### config.mk
export PLATFORM = sky130hd
export DESIGN_NAME = dense_bias_add
export DESIGN_NICKNAME = d
export VERILOG_FILES = /design/src/rtl/dense_pkg.sv /design/src/rtl/dense_bias_add_sat.sv /design/src/rtl/dense_bias_add.sv
export SDC_FILE = /design/constraint.sdc
export NUM_CORES = 1
export LEC_CHECK = 0
export CAP_MARGIN = 25
export CORE_MARGIN = 2
export CORE_UTILIZATION = 25
export DETAILED_ROUTE_END_ITERATION = 10
export PLACE_DENSITY = 0.41
export SLEW_MARGIN = 25
export SYNTH_ARGS = -nofsm -noshare
export SYNTH_HDL_FRONTEND = slang
export SYNTH_SLANG_ARGS = --single-unit
### constraint.sdc
create_clock -name clk -period 8.4 [get_ports clk]
set_input_delay 1.68 -clock clk [delete_from_list [all_inputs] [get_ports clk]]
set_output_delay 1.68 -clock clk [all_outputs]
set_load 0.01 [all_outputs]
### src/rtl/dense_pkg.sv
// Shared types and default sizing for the dense-layer bias/saturation stage.
package dense_pkg;

    // Per-word control flow: accept accumulator, fetch bias, present result.
    typedef enum logic [1:0] {
        IDLE  = 2'd0,
        FETCH = 2'd1,
        OUT   = 2'd2
    } state_t;

    localparam int DEF_DATA_WIDTH  = 8;
    localparam int DEF_ADDR_WIDTH  = 8;
    localparam int DEF_ACC_WIDTH   = 24;
    localparam int DEF_OUT_WIDTH   = 16;
    localparam int DEF_NUM_NEURONS = 10;

endpackage

### src/rtl/dense_bias_add_sat.sv
// Combinational signed saturation from IN_W bits down to OUT_W bits.
module sat_signed #(
    parameter int IN_W  = 25,
    parameter int OUT_W = 16
) (
    input  logic signed [IN_W-1:0]  din,
    output logic signed [OUT_W-1:0] dout
);

    generate
        if (IN_W > OUT_W) begin : g_narrow
            // Value fits when all bits from the output sign bit upward agree.
            function automatic logic signed [OUT_W-1:0] sat(input logic signed [IN_W-1:0] x);
                logic [IN_W-OUT_W:0] top;
                top = x[IN_W-1:OUT_W-1];
                if ((&top) || (~|top))
                    return x[OUT_W-1:0];
                else if (x[IN_W-1])
                    return {1'b1, {(OUT_W-1){1'b0}}};
                else
                    return {1'b0, {(OUT_W-1){1'b1}}};
            endfunction

            // Clamp to the representable output range.
            always_comb begin
                dout = sat(din);
            end
        end else begin : g_wide
            // Output at least as wide as input: plain sign extension.
            always_comb begin
                dout = OUT_W'(din);
            end
        end
    endgenerate

endmodule

### src/rtl/dense_bias_add.sv
// Adds a per-neuron bias from an external ROM to each accumulator word,
// saturates (optionally ReLUs) and presents the result with its neuron index.
module dense_bias_add
    import dense_pkg::*;
#(
    parameter int DATA_WIDTH  = DEF_DATA_WIDTH,
    parameter int ADDR_WIDTH  = DEF_ADDR_WIDTH,
    parameter int ACC_WIDTH   = DEF_ACC_WIDTH,
    parameter int OUT_WIDTH   = DEF_OUT_WIDTH,
    parameter int NUM_NEURONS = DEF_NUM_NEURONS,
    parameter int RELU_EN     = 0
) (
    input  logic                  clk,
    input  logic                  rst,
    input  logic                  s_valid,
    output logic                  s_ready,
    input  logic [ACC_WIDTH-1:0]  s_acc,
    output logic                  rom_ena,
    output logic [ADDR_WIDTH-1:0] rom_addr,
    input  logic [DATA_WIDTH-1:0] rom_q,
    output logic                  m_valid,
    input  logic                  m_ready,
    output logic [OUT_WIDTH-1:0]  m_data,
    output logic [ADDR_WIDTH-1:0] m_idx,
    output logic                  m_last
);

    localparam logic [ADDR_WIDTH-1:0] LAST_IDX = ADDR_WIDTH'(NUM_NEURONS - 1);

    state_t                        state_q;
    state_t                        state_d;
    logic [ADDR_WIDTH-1:0]         idx;
    logic signed [ACC_WIDTH-1:0]   acc_p0;
    logic signed [ACC_WIDTH:0]     sum_p1;
    logic signed [OUT_WIDTH-1:0]   sat_p1;

    function automatic logic signed [OUT_WIDTH-1:0] relu(input logic signed [OUT_WIDTH-1:0] x);
        if ((RELU_EN != 0) && (x < 0))
            return '0;
        return x;
    endfunction

    // Stage p0 -> p1: bias arrives from the ROM one cycle after the accept.
    always_comb begin
        sum_p1 = $signed({acc_p0[ACC_WIDTH-1], acc_p0})
               + $signed({{(ACC_WIDTH+1-DATA_WIDTH){rom_q[DATA_WIDTH-1]}}, rom_q});
    end

    sat_signed #(
        .IN_W  (ACC_WIDTH + 1),
        .OUT_W (OUT_WIDTH)
    ) u_sat (
        .din  (sum_p1),
        .dout (sat_p1)
    );

    // Next-state and handshake outputs; reset forces both enables low.
    always_comb begin
        state_d  = state_q;
        s_ready  = 1'b0;
        rom_ena  = 1'b0;
        rom_addr = idx;
        case (state_q)
            IDLE: begin
                s_ready = 1'b1;
                rom_ena = s_valid;
                if (s_valid)
                    state_d = FETCH;
            end
            FETCH: state_d = OUT;
            OUT: begin
                if (m_ready)
                    state_d = IDLE;
            end
            default: state_d = IDLE;
        endcase
        if (rst) begin
            s_ready = 1'b0;
            rom_ena = 1'b0;
            state_d = IDLE;
        end
    end

    // State register.
    always_ff @(posedge clk) begin
        if (rst)
            state_q <= IDLE;
        else
            state_q <= state_d;
    end

    // Accumulator latch, result register and neuron index counter.
    always_ff @(posedge clk) begin
        if (rst) begin
            acc_p0  <= '0;
            idx     <= '0;
            m_valid <= 1'b0;
            m_data  <= '0;
            m_idx   <= '0;
            m_last  <= 1'b0;
        end else begin
            case (state_q)
                IDLE: begin
                    if (s_valid)
                        acc_p0 <= $signed(s_acc);
                end
                FETCH: begin
                    m_data  <= relu(sat_p1);
                    m_idx   <= idx;
                    m_last  <= (idx == LAST_IDX);
                    m_valid <= 1'b1;
                end
                OUT: begin
                    if (m_ready) begin
                        m_valid <= 1'b0;
                        idx     <= (idx == LAST_IDX) ? '0 : idx + 1'b1;
                    end
                end
                default: ;
            endcase
        end
    end

endmodule

==> results of run 1 <==
[registers in the layout, indices dropped and copies added (netlist names)]
register  cells
state_q       2
m_last        1
rom_addr      8
m_data       16
acc_p0       24
m_valid       1
m_idx         8
[worst max-delay path: cells and delay by family]
family	cells	cell delay (ns)
buf+inv	1	0.80
simple gates	2	0.90
compound gates	7	1.73
fa+ha+maj	1	0.60
[cells in the mapped netlist (all sizes together) (11+ instances only)]
| cell | count |
|---|---|
| a21oi | 67 |
| clkbuf | 20 |
| dfxtp | 60 |
| ha | 26 |
| nand2 | 95 |
| nand3 | 15 |
| nor2 | 41 |
| o21ai | 18 |
| o32ai | 15 |
| or3 | 11 |
| xor2 | 13 |
[kinds of logic (layout without fill, tap and decap cells)]
logic type	count (synthesis)	count (layout)
DFF	60	60
muxes	2	2
adders and majority gates	27	27
and+or+nand+nor	211	211
AOI/OAI and AO/OA	140	140
xor gates and xnor gates	21	21
buffers and inverters	29	94
[metrics by stage]
stage | hold slack, ns | cell area [um^2] | std cells
after CTS | 0.458 | 5090 | 766
after floorplan | 0.440 | 3910 | 490
after detailed placement | 0.450 | 4780 | 750
after global placement | 0.446 | 4780 | 750
after global routing | 0.485 | 5100 | 766
final | 0.452 | 5100 | 766
[placed cells by master (no fill, tap or decap), drive strengths merged, types with 2 or more instances in the layout]
cell type       n
a21oi          67
a211oi          5
o21a            3
xor2           13
or2             3
nor4b           5
o32ai          15
xnor2           8
nor2           41
buf             3
nand4           4
and3            8
and2            6
o21ai          18
ha             26
nand2b          2
a311oi          2
clkinv          4
inv             6
nor2b           2
and4            3
nand2          95
a21boi          4
or3            11
a21o            6
dfxtp          60
nor3            5
o211a           2
clkdlybuf4s50  70
nor3b           2
o221ai          3
clkbuf         10
nand3b          2
o211ai          6
nand3          15
mux2i           2
or4b            3
[worst min path at each step]
stage | end | slack [ns] | depth (start not counted)
global placement | m_idx[5] | 0.45 | 2
finish | m_last | 0.45 | 2
detailed placement | m_last | 0.45 | 2
floorplan | acc_p0[0] | 0.44 | 2
global route | m_idx[2] | 0.48 | 2
CTS | m_last | 0.46 | 2
[power groups by stage]
stage	clock, mW	sequential [mW]	combinational, mW
floorplan	0	0.316	0.137
global placement	0	0.316	0.209
detailed placement	0	0.317	0.208
CTS	0.392	0.310	0.209
global route	0.402	0.312	0.232
finish	0.380	0.310	0.208
[final cells by class]
cell class	instances	area share, %
Timing Repair Buffer	73	14.1
Multi-Input combinational cell	401	50.7
Tap cell	211	5.18
Sequential cell	60	23.6
Clock inverter	6	1.37
Inverter	5	0.368
Clock buffer	10	4.69
[routing by layer]
metal | vias to the layer above | share of wire [%] | global-route usage (%)
li1 | 1901 | - | -
met1 | 1701 | 51 | 21.1
met2 | 78 | 44 | 21.3
met3 | 9 | 4.2 | 2.77
met4 | 0 | 0.98 | 3.45
met5 | - | 0 | 0
==> flow_summary.yaml, run 1 <==
status:
  status: "completed"
pwr:
  powerDensity_mw_per_mm2: 176
  internal-power_mw: 0.629
  combPwrFrac_pct: 23.2
  power.net_switching_mw: 0.269
  p_leak_nw: 1.85
  ir_worst_vdd_v: 0.000101
  pwr-share-clk_pct: 42.3
  pwr-share-seq_pct: 34.5
  finalPower_mw: 0.899
  switching_share_pct: 30.0
route:
  wl_per_cell_um: 15.1
  drt_iter0_drc: 169
  vias_per_cell: 4.82
  drcViolationCount: 0
  vias: 3689
  ant_nets: 0
  first_pass_iters: 4
  wl_um: 11500
global_route:
  antenna_found_initial: 0
  grt_pass1_vias: 3460
  globalRouteOverflowTotal: 0
  grt.total_usage_pct: 14.3
  grt_pass1_wl_um: 18600
  grt_max_degree: 67
sta:
  rsz0062_at_grt: "no"
  hold_viol: 0
  setup_viol: 0
  timing.final.ws_setup_ns: 2.85
  final.setup.tns_ns: 0
  maxSlewHeadroom_pct: 42.2
  slew_violations: 0
  skew_ns: 0.0103
  max_freq_mhz: 180
  fin_crit_ns: 5.55
  tightest_slew_ns: 0.867
  fin_crit_sh_pct: 66.0
floorplanning:
  rows: 45
  start_util_pct: 25.6
  die_y_um: 129
  coreArea_mm2: 0.0153
  die_area_mm2: 0.0167
  pin_count: 72
  die_w_um: 129
worst_setup_path:
  critPathCaptureType: "register"
  r2r_end: "m_data[2]"
  cp_max_fo: 17
  ff2ff_path_depth: 11
  crit_required_ns: 8.57
  arrival_ns: 5.72
  worstSetupPathType: "in -> reg"
  r2r-start: "acc_p0[0]"
  rrSetupSlack_ns: 4.60
  critPathMaxStageDelay_ns: 0.80
  cp_cell_sequence: "clkdlybuf4s50_1, ha_1, a21oi_4, o221ai_2, a221o_1, a2111oi_2, a311oi_1, or4_4, nor4_4, o21a_4, o32ai_1"
  cp_slowest_cell: "clkdlybuf4s50_1"
  setup.worst_path.start_class: "input pin"
  startpoint: "rom_q[7]"
  crit_end: "m_data[2]"
yosys:
  synth_fa_ha_area_share_pct: 8.83
  yosysTopAreaCellShare_pct: 30.7
  synthSimpleGateAreaFrac_pct: 26.1
  ys_seq_elements: 60
  netlist_area_mm2: 0.00391
  syn_inst: 490
  synthTopCellsByArea: "dfxtp_1 31%, nand2_1 9.1%, a21oi_1 8.3%"
  avgSynthCellArea_um2: 7.98
  async_flop_share_pct: 0
  synth_ff_type: "dfxtp_1"
  muxShareOfSynthArea_pct: 0.512
  synth_seq_area_share_pct: 30.7
  synth_top_family_by_area: "simple AND/OR/NAND/NOR gates"
  synth_fp_nets: 553
  synthXorXnorAreaFrac_pct: 4.71
  ys_warn_count: 0
  synth_edf_count: 0
  synth_cell_types: 67
  synth-compound-area-share_pct: 25.6
  yosysTopAreaCell: "dfxtp_1"
cells_and_area:
  nets: 613
  antennaDiodeCount: 0
  post-route-util_pct: 33.4
  area_delta_synth_final_pct: 30.4
  multi_input_area_mm2: 0.00258
  seq_area_mm2: 0.00120
  nFillCells: 1650
  drive_above_1_share_pct: 8.47
cts:
  clockBufferDepth: 2
  tritoncts: "done"
  cts_root_buf: "clkbuf_16"
  worst_skew_pair.late_latency_ns: 0.33
  numClockSinks: 60
  hold_buffers: 0
  cts.clk_slew.worst_paths_ns: 0.06
  cts_made_buffers: 9
  cts.htree.levels: 3
  cts_resized: 0
  cts_setup_buffers: 0
place:
  pre_cts_ws_ns: 2.38
  io_buffer_count: 71
  hpwl_um: 8850
  place_congestion: 0.898
flow_run:
  cap_viol_max_count: 0
min_path:
  hold_start: "m_last"
  hold_path.class: "reg -> reg"
Note: power is estimated with default switching activity, not from simulation.
==> run 2: changes to the inputs <==
==> constraint.sdc (replaced) <==
create_clock -name clk -period 5.6 [get_ports clk]
set_input_delay 1.12 -clock clk [delete_from_list [all_inputs] [get_ports clk]]
set_output_delay 1.12 -clock clk [all_outputs]
set_load 0.01 [all_outputs]
==> run 2 against run 1 <==
Worst setup slack got worse by 1.9 ns. Clock skew decreased by 0.0050 ns. Core utilization decreased by 0.18 points. Flip-flop and latch count unchanged. Sequential share of layout area increased by 0.13 points. Combinational power increased by 50%. Non-clock buffer count increased by 2. Total power increased by 44%. Largest power group unchanged.
==> flow_summary.yaml, run 2 (synthesized netlist as in run 1, its figures left out) <==
worst_setup_path:
  cp_cell_sequence: "clkdlybuf4s50_1, ha_1, a21oi_4, o221ai_2, a221o_1, a2111oi_2, a311oi_1, or4_4, nor4_4, o21a_4, o32ai_1"
  r2r-start: "acc_p0[0]"
  cp_slowest_cell: "clkdlybuf4s50_1"
  rrSetupSlack_ns: 2.04
  setup.worst_path.start_class: "input pin"
  r2r_end: "m_data[1]"
  ff2ff_path_depth: 11
  critPathMaxStageDelay_ns: 0.63
  cp_max_fo: 15
  arrival_ns: 4.82
  crit_required_ns: 5.79
  worstSetupPathType: "in -> reg"
  critPathCaptureType: "register"
floorplanning:
  coreArea_mm2: 0.0153
  die_y_um: 129
  start_util_pct: 25.6
  die_area_mm2: 0.0167
  pin_count: 72
  rows: 45
  die_w_um: 129
route:
  drcViolationCount: 0
  wl_per_cell_um: 15.2
  drt_iter0_drc: 207
  vias_per_cell: 4.90
  first_pass_iters: 4
  ant_nets: 0
  vias: 3760
  wl_um: 11700
place:
  hpwl_um: 8910
  pre_cts_ws_ns: 0.599
  place_congestion: 0.881
  dp.cells: 752
  io_buffer_count: 71
pwr:
  ir_worst_vdd_v: 0.000148
  finalPower_mw: 1.30
  p_leak_nw: 1.84
  powerDensity_mw_per_mm2: 255
cts:
  numClockSinks: 60
  clockBufferDepth: 2
  cts_resized: 0
  cts.htree.levels: 3
  worst_skew_pair.late_latency_ns: 0.34
  cts_root_buf: "clkbuf_16"
  cts.clk_slew.worst_paths_ns: 0.06
  cts_setup_buffers: 0
  cts_made_buffers: 9
  hold_buffers: 0
  tritoncts: "done"
sta:
  rsz0062_at_grt: "no"
  tightest_slew_ns: 0.872
  maxSlewHeadroom_pct: 41.9
  timing.final.ws_setup_ns: 0.964
  slew_violations: 0
  fin_crit_ns: 4.64
  whs_ns: 0.459
  skew_ns: 0.00530
  max_freq_mhz: 216
  hold_viol: 0
  fin_crit_sh_pct: 82.8
  final.setup.tns_ns: 0
  setup_viol: 0
global_route:
  globalRouteOverflowTotal: 0
  antenna_found_initial: 0
  grt_pass1_wl_um: 18800
  grt_pass1_vias: 3611
  grt_max_degree: 68
  grt.total_usage_pct: 14.4
cells_and_area:
  mostFrequentLayoutCells: "95 x nand2_1, 70 x clkdlybuf4s50_1, 65 x a21oi_1"
  final_common_cell: "nand2_1"
  drive_above_1_share_pct: 8.80
  largest_reg_flops: 24
  area_delta_synth_final_pct: 29.7
  nets: 615
  fin_cells: 768
  reg_top3: "acc_p0 x24, m_data x16"
  antennaDiodeCount: 0
  top_register: "acc_p0"
flow_run:
  cap_viol_max_count: 0
min_path:
  hold_path.class: "reg -> reg"
  hold_start: "m_idx[3]"
  holdPathStages: 2
  whs_endpoint: "m_idx[3]"
status:
  status: "completed"
-- run 2: layout make-up --
class | count | area [um^2]
Clock buffer | 9 | 225
Clock inverter | 7 | 52.6
Fill cell | 1643 | 10200
Inverter | 5 | 18.8
Multi-Input combinational cell | 401 | 2570
Sequential cell | 60 | 1200
Tap cell | 211 | 264
Timing Repair Buffer | 75 | 736
-- run 2: metal layers --
layer / global-route usage, % / part of all wire (%) / vias up
met4: 3.45 / 0.93 / 0
met3: 3.88 / 4.8 / 11
met2: 21.9 / 44 / 92
met5: 0 / 0 / -
met1: 20.2 / 50 / 1755
li1: - / - / 1902
-- run 2: worst max-delay path: cells and delay by family --
family / cells / cell delay, ns
compound gates: 7 / 1.70
buf+inv: 1 / 0.63
fa+ha+maj: 1 / 0.51
simple gates: 2 / 0.87
-- run 2: per-stage QoR --
step | instance area [um^2] | util, %
after floorplan | 3910 | -
after global placement | 4790 | 31.4
after detailed placement | 4790 | 31.4
after CTS | 5070 | 33.2
after global routing | 5070 | 33.2
final | 5070 | 33.2
-- run 2: worst max-delay path by stage --
| stage | start | to | slack (ns) | cells after the start |
|---|---|---|---|---|
| after floorplan | rom_q[0] | m_data[10] | 1.62 | 12 |
| after global placement | rom_q[7] | m_data[1] | 0.65 | 11 |
| after detailed placement | rom_q[7] | m_data[1] | 0.60 | 11 |
| after CTS | rom_q[7] | m_data[1] | 0.94 | 11 |
| after global routing | rom_q[7] | m_data[0] | 0.68 | 13 |
| final | rom_q[7] | m_data[1] | 0.96 | 11 |
-- run 2: power by group --
group	leakage (nW)	switching, mW	internal [mW]
clock network	0.136	0.216	0.301
logic	1.22	0.178	0.135
registers	0.490	0.0156	0.450
total	1.84	0.409	0.886
